[src/rtl/hazard_freeze_controller.sv]
// Pipeline sequencer for the five-stage core. It raises the decode-stage hazard
// stall, freezes the pipeline on cache misses, flushes IF/ID on taken branches,
// and keeps stall/hazard performance counters plus a cache-miss watchdog.
//
// state    | meaning
// ---------+-----------------------------------------------------------
// RUN      | normal flow; a cache miss freezes the pipeline combinationally
// MEM_WAIT | cache serving a miss; freeze is held until cache_ready
// ERROR    | miss watchdog expired; freeze and mem_timeout held until rst
module hazard_freeze_controller #(
  parameter int MISS_TIMEOUT = 255,
  parameter int CNT_W        = 16
) (
  input  logic             clk,
  input  logic             rst,
  input  logic [3:0]       src1,
  input  logic [3:0]       src2,
  input  logic             two_src,
  input  logic             exe_wb_en,
  input  logic [3:0]       exe_dest,
  input  logic             exe_mem_r_en,
  input  logic             mem_wb_en,
  input  logic [3:0]       mem_dest,
  input  logic             forward_en,
  input  logic             branch_taken,
  input  logic             mem_access,
  input  logic             cache_ready,
  input  logic             clr_counters,
  output logic             hazard,
  output logic             freeze,
  output logic             flush,
  output logic             mem_timeout,
  output logic [1:0]       state,
  output logic [CNT_W-1:0] stall_cycles,
  output logic [CNT_W-1:0] hazard_cycles
);

  localparam int WAIT_W = (MISS_TIMEOUT < 2) ? 1 : $clog2(MISS_TIMEOUT + 1);
  localparam logic [WAIT_W-1:0] WAIT_LIMIT = WAIT_W'(MISS_TIMEOUT);

  typedef enum logic [1:0] {
    RUN      = 2'd0,
    MEM_WAIT = 2'd1,
    ERROR    = 2'd2
  } state_t;

  state_t            state_q, state_d;
  logic [WAIT_W-1:0] wait_q, wait_d;
  logic              timeout_q, timeout_d;
  logic              freeze_c;
  logic              exe_match, mem_match, raw;

  // RAW detection; r15 is treated as an ordinary register.
  always_comb begin
    exe_match = exe_wb_en && ((src1 == exe_dest) || (two_src && (src2 == exe_dest)));
    mem_match = mem_wb_en && ((src1 == mem_dest) || (two_src && (src2 == mem_dest)));
    if (forward_en) raw = exe_mem_r_en && exe_match;
    else            raw = exe_match || mem_match;
  end

  always_ff @(posedge clk or posedge rst) begin
    if (rst) begin
      state_q   <= RUN;
      wait_q    <= '0;
      timeout_q <= 1'b0;
    end else begin
      state_q   <= state_d;
      wait_q    <= wait_d;
      timeout_q <= timeout_d;
    end
  end

  always_comb begin
    state_d   = state_q;
    wait_d    = wait_q;
    timeout_d = timeout_q;
    freeze_c  = 1'b0;
    case (state_q)
      RUN: begin
        freeze_c = mem_access && !cache_ready;
        if (freeze_c) begin
          wait_d = WAIT_W'(1);
          if (WAIT_LIMIT <= WAIT_W'(1)) begin
            state_d   = ERROR;
            timeout_d = 1'b1;
          end else begin
            state_d = MEM_WAIT;
          end
        end
      end
      MEM_WAIT: begin
        // Exit is Mealy: freeze drops in the cycle cache_ready arrives.
        freeze_c = !cache_ready;
        if (cache_ready) begin
          state_d = RUN;
          wait_d  = '0;
        end else begin
          wait_d = wait_q + WAIT_W'(1);
          if (wait_d == WAIT_LIMIT) begin
            state_d   = ERROR;
            timeout_d = 1'b1;
          end
        end
      end
      ERROR: begin
        freeze_c  = 1'b1;
        timeout_d = 1'b1;
      end
      default: begin
        state_d = RUN;
        wait_d  = '0;
      end
    endcase
  end

  assign freeze      = freeze_c;
  assign flush       = branch_taken && !freeze_c;
  assign hazard      = raw && !freeze_c && !branch_taken;
  assign mem_timeout = timeout_q;
  assign state       = state_q;

  always_ff @(posedge clk or posedge rst) begin
    if (rst) begin
      stall_cycles  <= '0;
      hazard_cycles <= '0;
    end else if (clr_counters) begin
      stall_cycles  <= '0;
      hazard_cycles <= '0;
    end else begin
      if (freeze_c && (stall_cycles != '1))
        stall_cycles <= stall_cycles + CNT_W'(1);
      if (hazard && (hazard_cycles != '1))
        hazard_cycles <= hazard_cycles + CNT_W'(1);
    end
  end

endmodule

[config.mk]
export PLATFORM = sky130hd
export DESIGN_NAME = hazard_freeze_controller
export DESIGN_NICKNAME = d
export VERILOG_FILES = /design/src/rtl/hazard_freeze_controller.sv
export SDC_FILE = /design/constraint.sdc
export NUM_CORES = 1
export LEC_CHECK = 0
export CELL_PAD_IN_SITES_DETAIL_PLACEMENT = 0
export CELL_PAD_IN_SITES_GLOBAL_PLACEMENT = 1
export CORE_MARGIN = 5
export CORE_UTILIZATION = 37
export DETAILED_ROUTE_END_ITERATION = 8
export GPL_ROUTABILITY_DRIVEN = 0
export PLACE_DENSITY = 0.88
export SYNTH_ARGS = -nofsm -noshare
export SYNTH_HDL_FRONTEND = slang
export SYNTH_SLANG_ARGS = --single-unit
[constraint.sdc]
create_clock -name clk -period 2.4 [get_ports clk]
set_clock_uncertainty 0.1 [all_clocks]
set_input_delay 0.48 -clock clk [delete_from_list [all_inputs] [get_ports clk]]
set_output_delay 0.48 -clock clk [all_outputs]
set_load 0.005 [all_outputs]
==> out/qor.yml, run 1 <==
cts_tree: "built"
core_um2: 6756
first_pass_iters: 4
final-hold-violation-count: 0
critPathKind: "in2reg"
final_layout_size_suffix_gt1_frac: 0.1658
cts_root_buf: "clkbuf_8"
post-route-drc-count: 0
antenna_found_initial: 0
clk_pin_slew_ps: 80
synth_area_leaders: "dfrtp_1 (42%), xnor2_1 (6.1%), xor2_1 (4.4%)"
cp_data_arrival_time_ps: 2480
worstSetupEndpointType: "flip-flop"
route.detailed.vias_per_inst: 5.381
finalWorstSetupSlack_ps: 49.02
num_rows: 30
p_leak_uw: 0.001620
wl_met1_mm: 2.885
die_w_um: 93.24
grt_usage: 0.1545
die_h_um: 93.24
setup_viol: 0
total_power_uw: 1590
cp.required_ps: 2530
powerDensity_nw_per_um2: 425.1
vias: 2443
async_reset_ff_frac: 1.000
ys_seq_area_frac: 0.4197
yosysTopAreaCell: "dfrtp_1"
netlist_area_um2: 2564
ys.warnings.count: 0
ys_ff_latch: 43
overflow: 0
clock_latency_ps: 300
slowest_delay_ps: 520
pwr-share-seq: 0.474
min_period_over_period: 0.9796
wl_met3_um: 340
post-place-ws_ps: -530.3
drv_cap: 0
p_switching_uw: 408.8
worstPathMaxFanout: 13
fmaxAchievable_ghz: 0.4254
cts.htree.levels: 2
numCtsBuffers: 5
synth_cell_types: 44
fin_crit_ps: 2351
fin_nets: 404
dieArea_um2: 8694
grt_start_max_net_pins: 44
p_sw_frac: 0.2570
grt_setup_unrepaired: "no"
postSynthCellCount: 283
portBuffers: 64
pin_count: 65
cts.sink_count: 43
first_iter_violations: 99
wl_met2_mm: 3.337
synth_ff_type: "dfrtp_1"
hpwl_mm: 4.643
irDropWorstVdd_mv: 0.3046
cp_cell_sequence: "dlygate4sd2_1 -> xor2_1 -> o41ai_2 -> a31oi_4 -> buf_4 -> buf_8 -> or4_1 -> a21oi_2"
status: "completed"
dr.max_layer_used: "met4"
pwr-share-comb: 0.165
cts_buffer_depth: 2
fillers: 602
avgRoutedWirePerCell_um: 14.59
hold_slack_ps: 410.7
routed_wl_mm: 6.626
p_int_uw: 1182
grt_pass1_wl_mm: 10.91
finalMaxSlewViolations: 0
hp-class: "reg2reg"
clockPowerShare: 0.361
synth_edf_count: 0
grt_pass1_vias: 2340
syn_nets: 314
ant_nets: 0
area_growth_pct: 45.92
start_kind: "primary input"
most-common-layout-cells: "dfrtp_1 (43), clkdlybuf4s50_1 (43), nor2_1 (28), buf_4 (23), nand2_1 (22)"
start_util: 0.3794
antenna_cells: 0
cpMaxStageDelayCell: "or4_1"
relSlewSlack: 0.6561
synth_top_cell_area_share: 0.4197
avgSynthCellArea_um2: 9.059
worstMarginPinSlew_ps: 515.9
cell families after synthesis:
family / count (synthesis) / synth area share
flops: 43 / 0.4197
mux: 7 / 0.03026
xor+xnor: 31 / 0.1059
simple gates: 132 / 0.2738
buf+inv: 17 / 0.02636
compound gates: 49 / 0.1245
fa+ha+maj: 4 / 0.01952
sequential cells by signal, indices dropped and copies added (netlist names):
signal / count
hazard_cycles: 16
stall_cycles: 16
wait_q: 8
state: 2
mem_timeout: 1
critical path, delay by kind of cell:
kind | cells | cell delay (ps)
buffers and inverters | 3 | 550
AOI/OAI and AO/OA | 3 | 770
xor gates and xnor gates | 1 | 150
and+or+nand+nor | 1 | 520
area by class of cell:
class | instances | area, µm² | share of cell area
repair buffers | 93 | 917.1 | 0.2452
inverters | 7 | 26.28 | 0.007023
clock buffers | 5 | 68.82 | 0.01839
flip-flops and latches | 43 | 1076 | 0.2876
multi-input cells | 223 | 1509 | 0.4033
well taps | 80 | 100.1 | 0.02676
clock inverters | 3 | 43.79 | 0.01171
per-stage QoR:
step	cells	instance area (µm²)	util	setup TNS (ps)
final	454	3741	0.5537	0
after global placement	437	3438	0.5089	-4889
after floorplan	283	2564	-	0
after global routing	454	3741	0.5537	0
after detailed placement	437	3438	0.5089	-5705
after CTS	450	3612	0.5346	-62.52
cells in the mapped netlist, drive strengths merged (6+ instances only):
library cell,number
o31ai,6
xor2,13
or3,6
a21oi,16
mux2,6
nor3,8
nand2,22
nor2,30
dfrtp,43
nand4,9
inv,7
o21ai,19
nand3,21
and3,8
xnor2,18
clkbuf,7
nor2b,7
layer usage:
layer	global-route usage	up-vias
li1	-	1194
met1	0.1972	1190
met2	0.2638	52
met3	0.03540	7
met4	0.03785	0
met5	0	-
final timing paths:
check                       startpoint                to  slack, ps  cells past startpoint
setup reg to reg              state[0]  hazard_cycles[8]        160                      8
setup / recovery           mem_dest[1]  hazard_cycles[8]         50                      8
hold / removal             mem_timeout       mem_timeout        410                      1
min in group asynchronous          rst  stall_cycles[14]        450                      3
max in group asynchronous          rst  hazard_cycles[9]       1560                      3
hold reg to reg            mem_timeout       mem_timeout        410                      1
power by group through the flow:
stage | Sequential [µW] | Clock, µW | Combinational, µW
CTS | 753 | 586 | 246
global placement | 768 | 0 | 235
finish | 753 | 574 | 263
global route | 757 | 618 | 287
floorplan | 766 | 0 | 113
detailed placement | 768 | 0 | 239
timing repair:
action / 4_1_cts / 5_1_grt
cloned: 1 / 0
endpoints found under the setup margin: 11 / 14
hold endpoints to repair: 0 / 0
buffers inserted: 4 / 4
pin swaps: 7 / 11
resized for setup: 21 / 23
hold buffers: 0 / 0
Note: power is estimated with default switching activity, not from simulation.
==> run 2: changes to the inputs <==
--- a/config.mk
+++ b/config.mk
@@ -7,11 +7,10 @@
 export LEC_CHECK = 0
 export CELL_PAD_IN_SITES_DETAIL_PLACEMENT = 0
 export CELL_PAD_IN_SITES_GLOBAL_PLACEMENT = 1
-export CORE_MARGIN = 5
 export CORE_UTILIZATION = 37
 export DETAILED_ROUTE_END_ITERATION = 8
 export GPL_ROUTABILITY_DRIVEN = 0
-export PLACE_DENSITY = 0.88
+export PLACE_DENSITY = 0.89
 export SYNTH_ARGS = -nofsm -noshare
 export SYNTH_HDL_FRONTEND = slang
 export SYNTH_SLANG_ARGS = --single-unit
==> run 2 against run 1 <==
Via count down 0.86%. Utilization increased by 1.3 points. Combinational power shrank 2%. Die area down 16%. Sequential cell count unchanged. Register-to-register slack better by 30 ps. Final area is 1.0% lower. Clock-buffer cell count increased by 1. Non-clock buffer count increased by 2. Final cell count shrank 0.44%. Global-route usage up 3.7 points. Sequential share of layout area grew 0.29 points. Critical path type is now in2out. Largest power group unchanged.
==> out/qor.yml, run 2 (synthesis gave the netlist of run 1 again) <==
overflow: 0  # unchanged
p_leak_uw: 0.001614  # -0.42%
reg2reg_from: "state[0]"
cts_root_buf: "clkbuf_8"
die_w_um: 85.24  # -8.6%
grt_start_max_net_pins: 44  # unchanged
start_util: 0.3925  # +0.01308
relSlewSlack: 0.6328  # -0.02326
vias: 2422  # -0.86%
cts.sink_count: 43  # unchanged
pwr-share-comb: 0.173  # +0.008
clockPowerShare: 0.321  # -0.040
pin_count: 65  # unchanged
wl_met1_mm: 2.967  # +2.8%
fmaxAchievable_ghz: 0.4256  # about the same
first_pass_iters: 4  # unchanged
holdPathStages: 1  # unchanged
total_power_uw: 1488  # -6.4%
pwr-share-seq: 0.506  # +0.032
final_layout_size_suffix_gt1_frac: 0.1733  # +0.007558
finalMaxSlewViolations: 0  # unchanged
slowest_delay_ps: 450  # -70 ps
powerDensity_nw_per_um2: 401.8  # -5.5%
grt_usage: 0.1910  # +0.03656
worstMarginPinSlew_ps: 550.8  # +34.89 ps
setup_viol: 0  # unchanged
fillers: 564  # -6.3%
reg_top3: "hazard_cycles: 16 flops, stall_cycles: 16 flops, wait_q: 8 flops"
routed_wl_mm: 6.554  # -1.1%
cp_cell_sequence: "clkdlybuf4s50_1 -> inv_1 -> o21ai_0 -> o22ai_2 -> a31oi_2 -> nor2_1 -> buf_2"
cts.htree.levels: 2  # unchanged
worst-path-buf-inv: 3  # unchanged
start_kind: "primary input"
worstSetupEndpointType: "output pin"
portBuffers: 64  # unchanged
ant_nets: 0  # unchanged
num_rows: 29  # -3.3%
critPathKind: "in2out"
dieArea_um2: 7266  # -16%
area_growth_pct: 44.46
rr_endpoint: "stall_cycles[3]"
clock_latency_ps: 300  # about the same
die_h_um: 85.24  # -8.6%
first_iter_violations: 177  # +79%
cpMaxStageDelayCell: "clkdlybuf4s50_1"
cp_data_arrival_time_ps: 1770  # -710 ps
hold_slack_ps: 401.6  # -9.150 ps
r2r_setup_slack_ps: 190  # +30 ps
dr.max_layer_used: "met4"
grt_pass1_wl_mm: 11.01  # +0.89%
p_sw_frac: 0.2654  # +0.008346
clk_pin_slew_ps: 80  # about the same
wl_met3_um: 275  # -19%
avgRoutedWirePerCell_um: 14.50  # -0.65%
critPathTopFamily: "buffers and inverters"
hp-class: "reg2reg"
p_switching_uw: 394.9  # -3.4%
antenna_found_initial: 0  # unchanged
irDropWorstVdd_mv: 0.3348  # +9.9%
cts_tree: "built"
antenna_cells: 0  # unchanged
post-route-drc-count: 0  # unchanged
core_um2: 6531  # -3.3%
numCtsBuffers: 5  # unchanged
hpwl_mm: 4.507  # -2.9%
wl_met2_mm: 3.190  # -4.4%
cts_buffer_depth: 2  # unchanged
min_period_over_period: 0.9791  # about the same
route.detailed.vias_per_inst: 5.358  # -0.42%
drv_cap: 0  # unchanged
most-common-layout-cells: "dfrtp_1 (43), clkdlybuf4s50_1 (43), nor2_1 (29), buf_4 (25), nand2_1 (22)"
holdPathEnd: "mem_timeout"
p_int_uw: 1093  # -7.5%
status: "completed"
fin_crit_ps: 2350  # -1.153 ps
path_depth: 7  # -1
grt_pass1_vias: 2349  # +0.38%
hp-start: "mem_timeout"
worstPathMaxFanout: 3  # -10
fin_nets: 406  # +0.50%
startpoint: "forward_en"
final-hold-violation-count: 0  # unchanged
ff2ff_path_depth: 9  # +1
cp.required_ps: 1820  # -710 ps
setup_tns_ps: 0  # unchanged
==> run 2: area by class of cell <==
cell class,count,area (µm²),share of cell area
multi-input cells,223,1514,0.4088
flip-flops and latches,43,1076,0.2905
repair buffers,95,903.4,0.2439
well taps,77,96.34,0.02601
clock buffers,6,82.58,0.02230
inverters,7,26.28,0.007095
clock inverters,1,5.005,0.001351
==> run 2: per-stage QoR <==
step	util	cell area, µm²	worst slack (ps)	cells
2_1_floorplan	-	2564	290.2	283
3_3_place_gp	0.5274	3445	-488.4	437
3_5_place_dp	0.5274	3445	-520.0	437
4_1_cts	0.5523	3607	-7.456	450
5_1_grt	0.5671	3704	-83.91	452
6_report	0.5671	3704	50.18	452
==> run 2: power groups by stage <==
stage	combinational, µW	sequential [µW]	clock [µW]
6_report	257	753	478
2_1_floorplan	113	766	0
3_5_place_dp	238	768	0
3_3_place_gp	234	767	0
5_1_grt	286	755	521
4_1_cts	251	753	483
==> run 2: repair_timing <==
action / in CTS / in global routing
gates resized for setup: 22 / 22
endpoints found under the setup margin: 13 / 18
pin swaps: 10 / 12
buffers inserted: 4 / 2
hold buffers: 0 / 0
cloned: 2 / 0
==> run 2: layer usage <==
layer / GRT usage / vias to the layer above
met2: 0.3057 / 51
met5: 0 / -
li1: - / 1196
met3: 0.03988 / 12
met4: 0.07550 / 0
met1: 0.2532 / 1163
==> run 2: how the worst max path moves through the flow <==
stage | endpoint | slack [ps]
floorplan | hazard_cycles[4] | 290
global placement | hazard | -490
detailed placement | hazard | -520
CTS | flush | -7
global route | hazard | -80
finish | hazard | 50
